==> config.mk <==
export PLATFORM = sky130hd
export DESIGN_NAME = i2c_gain_slave
export DESIGN_NICKNAME = d
export VERILOG_FILES = /design/src/rtl/i2c_gain_slave.sv
export SDC_FILE = /design/constraint.sdc
export NUM_CORES = 1
export LEC_CHECK = 0
export CAP_MARGIN = 20
export CORE_ASPECT_RATIO = 1.75
export CORE_MARGIN = 5
export CORE_UTILIZATION = 40
export CTS_CLUSTER_DIAMETER = 150
export DETAILED_ROUTE_END_ITERATION = 8
export GPL_ROUTABILITY_DRIVEN = 0
export PLACE_DENSITY_LB_ADDON = 0.15
export SYNTH_ARGS = -nofsm -noshare
export SYNTH_HDL_FRONTEND = slang
export SYNTH_SLANG_ARGS = --single-unit
==> constraint.sdc <==
create_clock -name clk -period 6.95 [get_ports clk]
set_input_delay 1.39 -clock clk [delete_from_list [all_inputs] [get_ports clk]]
set_output_delay 1.39 -clock clk [all_outputs]
set_load 0.02 [all_outputs]
==> src/rtl/i2c_gain_slave.sv <==
// I2C responder holding one 8-bit gain per equalizer band (0 = -24 dB, 255 = +24 dB).
// Define I2C_GAIN_READ_EN to also serve read transactions from the register pointer.
module i2c_gain_slave #(
    parameter logic [6:0] SLAVE_ADDR  = 7'h2A,
    parameter int         NUM_BANDS   = 10,
    parameter logic [7:0] GAIN_RESET  = 8'd128,
    parameter int         SYNC_STAGES = 2
) (
    input  logic                   clk,
    input  logic                   rst_n,
    input  logic                   i2c_scl,
    input  logic                   i2c_sda_in,
    output logic                   i2c_sda_oe,
    output logic [8*NUM_BANDS-1:0] gains,
    output logic                   gain_update,
    output logic [7:0]             gain_index,
    output logic                   busy
);

    typedef enum logic [3:0] {
        IDLE, ADDR, ADDR_ACK, REG, REG_ACK,
        DATA, DATA_ACK, IGNORE, DATA_TX
    } state_t;

    state_t state_q, state_d;

    logic [SYNC_STAGES-1:0] scl_sync, sda_sync;
    logic       scl_s, sda_s, scl_d, sda_d;
    logic       scl_rise, scl_fall, start_det, stop_det;
    logic [2:0] bit_cnt;
    logic [6:0] shreg;
    logic [7:0] ptr;
    logic       ack_ok, ack_drv;
    logic [7:0] gain_q [NUM_BANDS];
    logic [7:0] rx_byte;
    logic       byte_done, addr_ok, in_range;
`ifdef I2C_GAIN_READ_EN
    logic       rw_q, tx_ack;
    logic [7:0] tx_byte;
`endif

    always_ff @(posedge clk) begin
        if (!rst_n) begin
            scl_sync <= '1;
            sda_sync <= '1;
            scl_d    <= 1'b1;
            sda_d    <= 1'b1;
        end else begin
            scl_sync <= {scl_sync[SYNC_STAGES-2:0], i2c_scl};
            sda_sync <= {sda_sync[SYNC_STAGES-2:0], i2c_sda_in};
            scl_d    <= scl_s;
            sda_d    <= sda_s;
        end
    end

    assign scl_s     = scl_sync[SYNC_STAGES-1];
    assign sda_s     = sda_sync[SYNC_STAGES-1];
    assign scl_rise  = scl_s & ~scl_d;
    assign scl_fall  = ~scl_s & scl_d;
    // START/STOP need SCL high on both samples, so they never coincide with an SCL edge
    assign start_det = scl_s & scl_d & sda_d & ~sda_s;
    assign stop_det  = scl_s & scl_d & ~sda_d & sda_s;

    for (genvar k = 0; k < NUM_BANDS; k++) begin : g_out
        assign gains[8*k +: 8] = gain_q[k];
    end

    always_ff @(posedge clk) begin
        if (!rst_n) state_q <= IDLE;
        else        state_q <= state_d;
    end

    always_comb begin
        state_d = state_q;
        if (start_det) begin
            state_d = ADDR;
        end else if (stop_det) begin
            state_d = IDLE;
        end else begin
            case (state_q)
                ADDR: begin
                    if (byte_done) state_d = addr_ok ? ADDR_ACK : IGNORE;
                end
                ADDR_ACK: begin
                    if (scl_fall && ack_drv) begin
`ifdef I2C_GAIN_READ_EN
                        state_d = rw_q ? DATA_TX : REG;
`else
                        state_d = REG;
`endif
                    end
                end
                REG: begin
                    if (byte_done) state_d = REG_ACK;
                end
                REG_ACK: begin
                    if (scl_fall && ack_drv) state_d = DATA;
                end
                DATA: begin
                    if (byte_done) state_d = DATA_ACK;
                end
                DATA_ACK: begin
                    if (scl_fall && ack_drv) state_d = DATA;
                end
`ifdef I2C_GAIN_READ_EN
                DATA_TX: begin
                    if (scl_rise && tx_ack && sda_s) state_d = IGNORE;
                end
`endif
                default: ;
            endcase
        end
    end

    always_comb begin
        rx_byte   = {shreg, sda_s};
        byte_done = scl_rise && (bit_cnt == 3'd7);
        in_range  = (ptr != 8'd0) && (ptr <= 8'(NUM_BANDS));
`ifdef I2C_GAIN_READ_EN
        addr_ok   = (rx_byte[7:1] == SLAVE_ADDR);
        tx_byte   = 8'h00;
        for (int k = 0; k < NUM_BANDS; k++) begin
            if (ptr == 8'(k + 1)) tx_byte = gain_q[k];
        end
`else
        addr_ok   = (rx_byte[7:1] == SLAVE_ADDR) && !rx_byte[0];
`endif
    end

    always_ff @(posedge clk) begin
        if (!rst_n) begin
            bit_cnt     <= 3'd0;
            shreg       <= 7'd0;
            ptr         <= 8'd0;
            ack_ok      <= 1'b0;
            ack_drv     <= 1'b0;
            i2c_sda_oe  <= 1'b0;
            gain_update <= 1'b0;
            gain_index  <= 8'd0;
            busy        <= 1'b0;
            for (int k = 0; k < NUM_BANDS; k++) gain_q[k] <= GAIN_RESET;
`ifdef I2C_GAIN_READ_EN
            rw_q        <= 1'b0;
            tx_ack      <= 1'b0;
`endif
        end else begin
            gain_update <= 1'b0;
            if (start_det || stop_det) begin
                bit_cnt    <= 3'd0;
                ack_drv    <= 1'b0;
                i2c_sda_oe <= 1'b0;
                busy       <= start_det;
`ifdef I2C_GAIN_READ_EN
                tx_ack     <= 1'b0;
`endif
            end else begin
                case (state_q)
                    ADDR, REG, DATA: begin
                        if (scl_rise) begin
                            shreg   <= rx_byte[6:0];
                            bit_cnt <= bit_cnt + 3'd1;
                            if (bit_cnt == 3'd7) begin
                                ack_ok <= 1'b1;
`ifdef I2C_GAIN_READ_EN
                                if (state_q == ADDR) rw_q <= rx_byte[0];
`endif
                                if (state_q == REG) ptr <= rx_byte;
                                if (state_q == DATA) begin
                                    ack_ok <= in_range;
                                    ptr    <= ptr + 8'd1;
                                    for (int k = 0; k < NUM_BANDS; k++) begin
                                        if (ptr == 8'(k + 1)) gain_q[k] <= rx_byte;
                                    end
                                    if (in_range) begin
                                        gain_update <= 1'b1;
                                        gain_index  <= ptr;
                                    end
                                end
                            end
                        end
                    end
                    ADDR_ACK, REG_ACK, DATA_ACK: begin
                        // first fall opens the ACK slot, second fall closes it
                        if (scl_fall) begin
                            ack_drv <= ~ack_drv;
                            if (!ack_drv) begin
                                i2c_sda_oe <= ack_ok;
                            end else begin
                                i2c_sda_oe <= 1'b0;
`ifdef I2C_GAIN_READ_EN
                                if (state_q == ADDR_ACK && rw_q) begin
                                    i2c_sda_oe <= ~tx_byte[7];
                                    tx_ack     <= 1'b0;
                                end
`endif
                            end
                        end
                    end
`ifdef I2C_GAIN_READ_EN
                    DATA_TX: begin
                        if (scl_rise) begin
                            if (tx_ack) begin
                                tx_ack <= 1'b0;
                            end else begin
                                bit_cnt <= bit_cnt + 3'd1;
                                if (bit_cnt == 3'd7) begin
                                    tx_ack <= 1'b1;
                                    ptr    <= ptr + 8'd1;
                                end
                            end
                        end else if (scl_fall) begin
                            i2c_sda_oe <= tx_ack ? 1'b0 : ~tx_byte[3'd7 - bit_cnt];
                        end
                    end
`endif
                    default: ;
                endcase
            end
        end
    end

endmodule

==> impl_results.md <==
* CP top delay family: simple AND/OR/NAND/NOR gates
* End of the worst hold path: sda_sync[1]
* I/O pin count at 95
* Vias at between 3000 and 4000
* RSZ-0062 raised after global routing: no
* Detailed placement HPWL at between 8000 and 9000 um
* Register Area at approximately 3200 um2
* Pwr Total at 0.00169 W
* CTS buffer count at 17
* Setup violators final at 0
* CTS hold repair buffers at 0
* Setup Fix Bufs, Post-CTS at 0
* Status: completed
* Tightest Hold Check Type: flip-flop to flip-flop
* F_max at roughly 0.34 GHz
* Global route overflow at 0
* Deepest clock path buffer count at 2
* Max Cap Viol at 0
* Max-slew violations at 0
* Worst-Skew Late Latency at a little over 400 ps
* Slowest cell on crit path: o21ai_0
* WL/cell at approximately 17 um
* Min-delay src: sda_sync[0]
* CTS Sinks at 120
* GRT Total Usage at between 10% and 20%
* Buf/Inv on CP at 0
* Yosys reg bits at 120
* Syn Nets at about 420
* Die width at around 94 um
* DRC viols at 0
* Crit end category: flip-flop
* Largest net degree at the start of global routing at between 40 and 50
* Initial antenna violation count at 0
* Peak supply drop at approximately 0.00016 V
* Clock transition at the registers of the reported paths at 50 ps
* Nets at 520
* Async S/R FF share, synth at 0%
* Post-Syn Area per Cell at around 12 um2
* CTS resizes at 0
* Slew HR at between 20% and 30%
* Vias in the first global route at roughly 3500
* Setup slack, reg-to-reg at 3990 ps
* Final core utilization at 54.5%
* P_leak at between 2 and 2.5 nW
* Drt first pass iters at 4
* Crit-path max FO at 10
* Critical R2R Launch: ptr[4]
* Fin crit share at a little over two fifths
* Area of the multi-input gates at between 1500 and 2000 um2
* Drt via density at ~4.9
* Port bufs at 94
* Ys Warns at 0
* Hold Crit Depth at 1
* Synthesized instance count at 411
* Worst slew pin tran at around 1100 ps
* Post-synth EDFFs at 80
* Post-synth top flop: edfxtp_1
* Hold Vio Cnt, Final at 0
* Mapped cell area at ~4900 um2
* Crit-path max cell delay at 1030 ps
* Initial Util at around two fifths
* R2R cell count at 3
* Number of routed nets with antenna violations at 0
* Chip Height at 157 um
* CP cell instances: nor4_1 > nand4_1 > o21ai_0
* Seq/Total Area, Yosys at around two thirds
* WP data arrival at approximately 3000 ps
* Routed Wire Length at ~12000 um
* Library cells used by synthesis at around 40
* CORE AREA at roughly 12000 um2
* Min Tclk post-route at between 2000 and 3000 ps
* Site row count at 53
* Layout cells sized above 1 at ~8.4%
* Clk root buf: clkbuf_16
* Die footprint at 14700 um2
* Element type at the critical path start: flip-flop
* P&R area growth vs syn at 34.0%
* Initial DRC count at 89
* Reg-to-Reg End: gain_q[5][1]
* # fillers at roughly 1100
* Antenna Cells at 0
* CP Class: flip-flop to flip-flop
* CTS H-tree depth at 4
* First-pass GRT wire length at approximately 18000 um
* Pwr dens at between 200 and 300 nW/um2
* CTS tree: built
* Crit path required time at between 6000 and 7000 ps
* Total negative slack at 0 ps
* Worst Skew at around 5.7 ps
[worst max-delay path by stage]
stage	startpoint	endpoint	slack, ps	cells past startpoint
2_1_floorplan	rst_n	gain_q[0][0]	4370	3
3_3_place_gp	rst_n	gain_q[1][1]	3830	3
3_5_place_dp	rst_n	gain_q[1][3]	3780	3
4_1_cts	ptr[4]	gain_q[5][1]	3960	3
5_1_grt	ptr[4]	gain_q[4][3]	3780	3
6_report	ptr[4]	gain_q[5][1]	3990	3
[cell type report]
type,instances,share of cell area [%]
multi-input combinational,265,24.5
clock inverter,11,1.06
timing repair buffer,100,14.9
sequential,120,48.7
clock buffer,21,7.45
inverter,6,0.342
tap,165,3.14
[cell usage after synthesis (8+ instances only)]
master / instances / area share, %
or3_1: 8 / 1.0
edfxtp_1: 80 / 49
mux2i_1: 12 / 2.4
clkbuf_1: 19 / 1.5
dfxtp_1: 40 / 16
o21ai_0: 15 / 1.5
nand2_1: 28 / 2.1
a21oi_1: 12 / 1.2
nand2b_1: 12 / 1.5
and2_1: 75 / 9.5
o22ai_1: 8 / 1.0
nor2_1: 26 / 2.0
[registers in the layout (all words and copies together), names as in the netlist]
name and cells:
ack_drv 1, busy 1, sda_d 1, gain_update 1, bit_cnt 3, scl_d 1, sda_sync 2, i2c_sda_oe 1
gain_q 80, scl_sync 2, gain_index 8, ptr 8, ack_ok 1, state_q 3, shreg 7
[report_power, final]
group / leakage (nW) / internal (W) / switching (W)
registers: 1.06 / 0.000783 / 0.0000108
logic: 0.915 / 0.0000413 / 0.0000521
clock network: 0.284 / 0.000503 / 0.000301
total: 2.25 / 0.00133 / 0.000364
[layout by cell type (no fill, tap or decap), types with 5 or more instances in the layout]
| master | count |
|---|---|
| clkdlybuf4s50_1 | 94 |
| edfxtp_1 | 80 |
| and2_1 | 75 |
| dfxtp_1 | 40 |
| nand2_1 | 28 |
| nor2_1 | 26 |
| clkbuf_16 | 19 |
| o21ai_0 | 15 |
| nand2b_1 | 12 |
| a21oi_1 | 12 |
| mux2i_1 | 12 |
| o22ai_1 | 8 |
| or3_1 | 8 |
| nor3_1 | 7 |
| nor2b_1 | 6 |
| and3_1 | 6 |
| ha_1 | 6 |
| clkinv_2 | 6 |
| inv_1 | 5 |
| nand4_1 | 5 |
[routing by layer]
| layer | vias to the layer above | routed length [um] | GRT usage, % | share of wire (%) |
|---|---|---|---|---|
| met4 | 0 | 357 | 8.40 | 3.1 |
| met5 | - | 0 | 0 | 0 |
| li1 | 1647 | - | - | - |
| met3 | 25 | 631 | 5.00 | 5.5 |
| met2 | 92 | 6390 | 30.9 | 56 |
| met1 | 1638 | 4130 | 16.2 | 36 |
[kinds of logic after synthesis]
kind of cell               after synthesis  share of synthesized area [%]
buffers and inverters                   26                           2.01
DFF                                    120                           65.2
muxes                                   12                           2.44
and+or+nand+nor                        197                           22.8
xor gates and xnor gates                 4                          0.713
adders and majority gates                6                           1.53
AOI/OAI and AO/OA                       46                           5.35
[metrics by stage]
step	worst slack [ps]	hold WS (ps)	instance area [um2]	cells
finish	3990	409	6580	688
global route	3780	416	6580	688
CTS	3960	414	6560	684
detailed placement	3780	396	6000	652
global placement	3830	394	6000	652
floorplan	4370	386	4910	411
Note: power is estimated with default switching activity, not from simulation.
